## config.mk

```make
export PLATFORM = sky130hd
export DESIGN_NAME = mem_arbiter
export DESIGN_NICKNAME = d
export VERILOG_FILES = /design/src/rtl/mem_arbiter.sv
export SDC_FILE = /design/constraint.sdc
export NUM_CORES = 1
export LEC_CHECK = 0
export CAP_MARGIN = 20
export CELL_PAD_IN_SITES_DETAIL_PLACEMENT = 2
export CELL_PAD_IN_SITES_GLOBAL_PLACEMENT = 2
export CORE_MARGIN = 1
export CORE_UTILIZATION = 31
export DETAILED_ROUTE_END_ITERATION = 16
export PLACE_DENSITY_LB_ADDON = 0.1
export SLEW_MARGIN = 20
export SYNTH_ARGS = -nofsm -noshare
export SYNTH_HDL_FRONTEND = slang
export SYNTH_SLANG_ARGS = --single-unit
```

## constraint.sdc

```tcl
create_clock -name clk -period 6.6 [get_ports clk]
set_input_delay 0.99 -clock clk [delete_from_list [all_inputs] [get_ports clk]]
set_output_delay 0.99 -clock clk [all_outputs]
set_load 0.01 [all_outputs]
```

## src/rtl/mem_arbiter.sv

```systemverilog
// mem_arbiter: shares the single byte-wide RAM/IO port between ICache fetches and
// LSB loads/stores. Each request is serialised into byte accesses; words are
// assembled and split little-endian, and completion is a one-cycle done pulse.
module mem_arbiter #(
    parameter int unsigned ADDR_W  = 32,
    parameter logic [31:0] IO_BASE = 32'h30000
) (
    input  logic              clk,
    input  logic              rst,
    input  logic              rdy,
    input  logic              clear,
    input  logic              if_req,
    input  logic [ADDR_W-1:0] if_addr,
    output logic              if_done,
    output logic [31:0]       if_data,
    input  logic              ls_req,
    input  logic              ls_wr,
    input  logic [1:0]        ls_len,
    input  logic [ADDR_W-1:0] ls_addr,
    input  logic [31:0]       ls_wdata,
    output logic              ls_done,
    output logic [31:0]       ls_rdata,
    input  logic [7:0]        mem_din,
    output logic [7:0]        mem_dout,
    output logic [ADDR_W-1:0] mem_a,
    output logic              mem_wr,
    input  logic              io_buffer_full
);

    localparam logic [ADDR_W-1:0] IoBase = ADDR_W'(IO_BASE);

    typedef enum logic [1:0] {StIdle, StIfRd, StLsRd, StLsWr} state_e;

    state_e            state_q;
    logic [2:0]        cnt_q;      // read: edges since grant; write: index of byte on the bus
    logic [2:0]        len_q;      // bytes minus one
    logic [ADDR_W-1:0] addr_q;
    logic [31:0]       wdata_q;
    logic [31:0]       buf_q;      // read bytes captured so far, upper bytes kept zero
    logic              last_ls_q;  // last grant went to the LSB
    logic              mem_wr_q;

    logic              if_ok, ls_ok, grant_if, grant_ls;
    logic [ADDR_W-1:0] addr_cur, addr_next;
    logic              stall_grant, stall_cur, stall_next;
    logic [7:0]        wr_byte_next;
    logic [31:0]       rd_word;

    // A stalled global ready must never let a write strobe reach the RAM.
    assign mem_wr = mem_wr_q && rdy;

    // Grant decision, byte addressing and IO back-pressure for the current cycle.
    always_comb begin
        if_ok        = if_req && !if_done && !clear;
        ls_ok        = ls_req && !ls_done;
        grant_if     = if_ok && (!ls_ok || last_ls_q);
        grant_ls     = ls_ok && (!if_ok || !last_ls_q);
        addr_cur     = addr_q + ADDR_W'(cnt_q);
        addr_next    = addr_q + ADDR_W'(cnt_q + 3'd1);
        stall_grant  = io_buffer_full && (ls_addr >= IoBase);
        stall_cur    = io_buffer_full && (addr_cur >= IoBase);
        stall_next   = io_buffer_full && (addr_next >= IoBase);
        wr_byte_next = 8'(wdata_q >> (8 * (cnt_q + 3'd1)));
        // Final read byte merged into the word so done and data leave together.
        rd_word      = buf_q | (32'(mem_din) << (8 * len_q));
    end

    // Arbitration FSM with all outputs registered; rdy low freezes everything.
    always_ff @(posedge clk) begin
        if (!rst) begin
            state_q   <= StIdle;
            cnt_q     <= '0;
            len_q     <= '0;
            addr_q    <= '0;
            wdata_q   <= '0;
            buf_q     <= '0;
            last_ls_q <= 1'b0;
            mem_a     <= '0;
            mem_dout  <= '0;
            mem_wr_q  <= 1'b0;
            if_done   <= 1'b0;
            ls_done   <= 1'b0;
            if_data   <= '0;
            ls_rdata  <= '0;
        end else if (rdy) begin
            if_done <= 1'b0;
            ls_done <= 1'b0;
            unique case (state_q)
                StIdle: begin
                    cnt_q <= '0;
                    buf_q <= '0;
                    if (grant_if) begin
                        state_q   <= StIfRd;
                        addr_q    <= if_addr;
                        len_q     <= 3'd3;
                        mem_a     <= if_addr;
                        last_ls_q <= 1'b0;
                    end else if (grant_ls) begin
                        addr_q    <= ls_addr;
                        len_q     <= {1'b0, ls_len};
                        wdata_q   <= ls_wdata;
                        mem_a     <= ls_addr;
                        last_ls_q <= 1'b1;
                        if (ls_wr) begin
                            state_q  <= StLsWr;
                            mem_dout <= ls_wdata[7:0];
                            mem_wr_q <= !stall_grant;
                        end else begin
                            state_q <= StLsRd;
                        end
                    end
                end
                StIfRd, StLsRd: begin
                    if (clear) begin
                        state_q <= StIdle;
                        mem_a   <= '0;
                    end else begin
                        cnt_q <= cnt_q + 3'd1;
                        mem_a <= (cnt_q < len_q) ? addr_next : '0;
                        if (cnt_q != 3'd0) begin
                            buf_q <= buf_q | (32'(mem_din) << (8 * (cnt_q - 3'd1)));
                        end
                        if (cnt_q == len_q + 3'd1) begin
                            state_q <= StIdle;
                            if (state_q == StIfRd) begin
                                if_done <= 1'b1;
                                if_data <= rd_word;
                            end else begin
                                ls_done  <= 1'b1;
                                ls_rdata <= rd_word;
                            end
                        end
                    end
                end
                StLsWr: begin
                    // Stores ignore clear: once granted they always complete.
                    if (mem_wr_q) begin
                        if (cnt_q == len_q) begin
                            state_q  <= StIdle;
                            mem_wr_q <= 1'b0;
                            mem_a    <= '0;
                            ls_done  <= 1'b1;
                        end else begin
                            cnt_q    <= cnt_q + 3'd1;
                            mem_a    <= addr_next;
                            mem_dout <= wr_byte_next;
                            mem_wr_q <= !stall_next;
                        end
                    end else begin
                        mem_wr_q <= !stall_cur;
                    end
                end
                default: state_q <= StIdle;
            endcase
        end
    end

endmodule

```

==> impl_summary.txt <==
----------------------------------------------------
[Worst hold path]
  Hold Path Class ... reg -> reg
  Launch point of the worst hold path ... wdata_q[14]

[Power]
  Leakage power total ... 4.31 nW
  Sw Share ... 28.2%
  Max IR drop VDD ... 155 µV
  Final Total Pwr ... 3.13 mW
  Combinational share of power ... 17.0%
  Cell Int Power ... 2.25 mW
  Total power divided by cell area ... 244 nW/µm²
  Sequential share of power ... 43.2%
  Share of total power in the clock network ... 39.8%
  Sw Pwr ... 0.882 mW

[GRT]
  Number of antenna violations at the first check in global routing ... 0
  Pin count of the biggest net entering global routing ... 101
  Overall Global Routing Usage ... 22.5%
  Wire length of the first global-routing pass ... 56,200 µm
  Total grt overflow ... 0
  Vias in the first global route ... 9,947

[CTS]
  Cts bufs inserted ... 24
  CTS H-Tree Depth ... 1
  Clock tree from TritonCTS ... built
  Buffers inserted during post-CTS setup optimization ... 0
  Number of buffers inserted for hold repair after clock tree synthesis ... 0
  Clock sink count ... 203
  Resized cells post-CTS ... 0
  Clock latency of the later-clocked register in the worst-skew pair ... 0.52 ns
  Clk pin slew, worst setup/hold paths ... 0.06 ns
  Buffer depth of the longest clock path ... 3
  Root Buffer Master ... sky130_fd_sc_hd__clkbuf_16

[Logic synthesis]
  Cell type contributing the most total cell area after synthesis ... sky130_fd_sc_hd__dfxtp_1
  Post-Synthesis Cell Area ... 9630 µm²
  Fraction of synthesis flops using an asynchronous set or reset pin ... 0%
  Syn Area/Cell ... 8.24 µm²
  Seq cells post-synth ... 203
  Register area share after synthesis ... 42.2%
  Top flip-flop cell by instance count after synthesis ... sky130_fd_sc_hd__dfxtp_1
  Number of flops mapped to enable cells by yosys ... 0
  Net count of the mapped netlist ... 1,300
  Count of distinct cell types in the synthesized netlist ... 64
  Number of instances in the synthesized netlist ... 1,168
  Number of warnings reported in the yosys synthesis log ... 0
  Area share of the leading cell type in the synthesized netlist ... 42.2%
  Library cell with the highest instance count after synthesis ... sky130_fd_sc_hd__dfxtp_1
  Leading cell types by count after synthesis ... sky130_fd_sc_hd__dfxtp_1 (203), sky130_fd_sc_hd__nor2_1 (159), sky130_fd_sc_hd__a21oi_1 (147), sky130_fd_sc_hd__nand2_1 (111), sky130_fd_sc_hd__a211oi_1 (98)
  Largest cells by area after synthesis ... sky130_fd_sc_hd__dfxtp_1 (42%), sky130_fd_sc_hd__a211oi_1 (7.6%), sky130_fd_sc_hd__a21oi_1 (7.6%)

[Timing]
  Period utilisation layout ... 58.9%
  Max-slew violation total from the final report ... 0
  Unrepaired setup endpoints after global routing ... no
  Final Hold Viols ... 0
  Crit path time final ... 3.89 ns
  Worst-margin pin slew ... 1.12 ns
  Highest attainable clock frequency ... 0.257 GHz
  Max Clock Skew ... 0.0151 ns
  Worst max-slew margin expressed relative to the limit ... 25.1%
  Count of endpoints failing setup in the final report ... 0
  Setup_tns ... 0 ns

[Place]
  Port bufs ... 220
  Weighted congestion reported at the end of routability-driven placement ... 0.830
  DP Wirelength ... 25,400 µm

[Die]
  I/O Pins ... 221
  Core ar. ... 30,600 µm²
  X dimension of the die ... 178 µm
  Y dimension of the die ... 178 µm
  Full die area ... 31,800 µm²
  Placement Rows ... 64
  Initial cell density of the core ... 31.5%

[Drt]
  DR pass1 iterations ... 4
  Aggregate routed wire length ... 35,700 µm
  Final routed DRC violation total ... 0
  Violation count after the first detailed-routing iteration ... 355
  Post-detailed-route count of antenna-violating nets ... 0
  Wire length per cell ... 20.5 µm
  Vias per inst ... 5.43
  Vias post-DR ... 9,452

[Final layout]
  Count of inserted antenna diode cells ... 0
  Area growth, synth to finish ... 33.1%
  Fraction of layout cells with a size suffix above 1 ... 7.28%
  Final-stage net count ... 1,464

[Critical path]
  Signal arrival time at the worst endpoint ... 4.35 ns
  Largest fanout on the critical path ... 18
  Required time at the endpoint of the critical path ... 7.06 ns
  Startpoint kind of the worst setup timing path ... register
  Startpoint of the most critical register-to-register path ... cnt_q[1]
  Category of the most critical setup path ... reg -> reg
  Crit path launch ... cnt_q[1]
  Kind of end point of the critical path ... register

[Outcome]
  Status ... finished clean

[Job]
  Max-cap violation count ... 0

----------------------------------------------------
cell usage in the layout (no fill, tap or decap), types with 3 or more instances in the layout:
| master | instances |
|---|---|
| sky130_fd_sc_hd__mux2i_1 | 11 |
| sky130_fd_sc_hd__dfxtp_1 | 203 |
| sky130_fd_sc_hd__o31ai_1 | 3 |
| sky130_fd_sc_hd__mux2_2 | 31 |
| sky130_fd_sc_hd__o211a_1 | 3 |
| sky130_fd_sc_hd__o31a_1 | 3 |
| sky130_fd_sc_hd__a22oi_1 | 31 |
| sky130_fd_sc_hd__o211ai_1 | 7 |
| sky130_fd_sc_hd__inv_1 | 12 |
| sky130_fd_sc_hd__clkbuf_1 | 9 |
| sky130_fd_sc_hd__and3_1 | 6 |
| sky130_fd_sc_hd__clkbuf_8 | 3 |
| sky130_fd_sc_hd__a21oi_1 | 145 |
| sky130_fd_sc_hd__nor3_1 | 15 |
| sky130_fd_sc_hd__nor2_1 | 156 |
| sky130_fd_sc_hd__nand4_1 | 18 |
| sky130_fd_sc_hd__and4_1 | 4 |
| sky130_fd_sc_hd__nand2b_1 | 4 |
| sky130_fd_sc_hd__xor2_1 | 20 |
| sky130_fd_sc_hd__clkbuf_16 | 25 |
| sky130_fd_sc_hd__clkdlybuf4s50_1 | 220 |
| sky130_fd_sc_hd__a21o_1 | 3 |
| sky130_fd_sc_hd__nand3_1 | 15 |
| sky130_fd_sc_hd__and2_1 | 4 |
| sky130_fd_sc_hd__a31oi_1 | 6 |
| sky130_fd_sc_hd__o21ai_0 | 62 |
| sky130_fd_sc_hd__nor2_4 | 3 |
| sky130_fd_sc_hd__nor4_1 | 14 |
| sky130_fd_sc_hd__a211oi_1 | 98 |
| sky130_fd_sc_hd__nand2_1 | 111 |
| sky130_fd_sc_hd__buf_4 | 12 |
| sky130_fd_sc_hd__nor2b_1 | 5 |
| sky130_fd_sc_hd__xnor2_1 | 19 |
| sky130_fd_sc_hd__ha_1 | 16 |
cells by family (layout without fill, tap and decap cells):
kind of cell,Yosys count,count (layout),synth area share (%)
AND/OR/NAND/NOR,377,377,17.9
AO/OA/AOI/OAI,381,381,24.6
buffers and inverters,108,286,4.45
adder cells (fa/ha/maj),18,18,2.50
XOR/XNOR,39,39,3.55
multiplexers,42,42,4.77
flip-flops,203,203,42.2
metal layers:
metal  vias up  part of all wire [%]  wire [µm]  GRT usage, %
met5         -                     0          0             0
met4         0                   1.9        669          5.08
met3        43                   3.9       1400          2.77
met2       219                    45      16000          36.4
met1      4662                    49      17600          31.8
li1       4528                     -          -             -
worst max-delay path, stage by stage, from the launching register on:
cell and delay [ns]:
sky130_fd_sc_hd__dfxtp_1 0.94, sky130_fd_sc_hd__inv_1 0.18, sky130_fd_sc_hd__ha_1 0.44, sky130_fd_sc_hd__ha_1 0.34, sky130_fd_sc_hd__a211oi_1 0.11, sky130_fd_sc_hd__o21bai_1 0.59, sky130_fd_sc_hd__nand2_1 0.38, sky130_fd_sc_hd__nor2_1 0.21
sky130_fd_sc_hd__xor2_1 0.11, sky130_fd_sc_hd__nor4_1 0.30, sky130_fd_sc_hd__a41o_1 0.22
power by group through the flow:
stage | Sequential (mW) | Clock [mW] | Combinational [mW]
4_1_cts | 1.35 | 1.28 | 0.539
3_3_place_gp | 1.38 | 0 | 0.522
2_1_floorplan | 1.36 | 0 | 0.287
3_5_place_dp | 1.38 | 0 | 0.534
6_report | 1.35 | 1.24 | 0.532
5_1_grt | 1.36 | 1.33 | 0.583
final cells by class:
class	instances	area, µm²
tap	396	495
clock inverter	3	18.8
inverter	13	51.3
timing repair buffer	233	2300
clock buffer	37	701
sequential	203	4060
multi-input combinational	857	5180
fill	3399	17800
flip-flops by register name, summed over array words and instances, names as in the netlist:
register,flops
addr_q,32
buf_q,32
cnt_q,3
if_data,32
if_done,1
last_ls_q,1
len_q,2
ls_done,1
ls_rdata,32
mem_a,32
mem_dout,8
mem_wr_q,1
state_q,2
wdata_q,24
per-stage QoR:
step / instances / hold WS (ns) / util [%] / worst slack, ns / instance area [µm²]
after global placement: 1702 / 0.444 / 39.5 / 2.35 / 12100
after floorplan: 1168 / 0.436 / - / 3.30 / 9630
after CTS: 1742 / 0.462 / 41.9 / 2.74 / 12800
after global routing: 1742 / 0.478 / 41.9 / 2.42 / 12800
after detailed placement: 1702 / 0.452 / 39.5 / 2.26 / 12100
final: 1742 / 0.460 / 41.9 / 2.71 / 12800
path summary, 6_finish.rpt:
kind	to	slack [ns]	depth (start not counted)
worst max-delay path	mem_wr_q	2.71	10
worst min-delay path	wdata_q[14]	0.46	2
worst max register to register	mem_wr_q	2.71	10
worst min register to register	wdata_q[14]	0.46	2
Note: power is estimated with default switching activity, not from simulation.
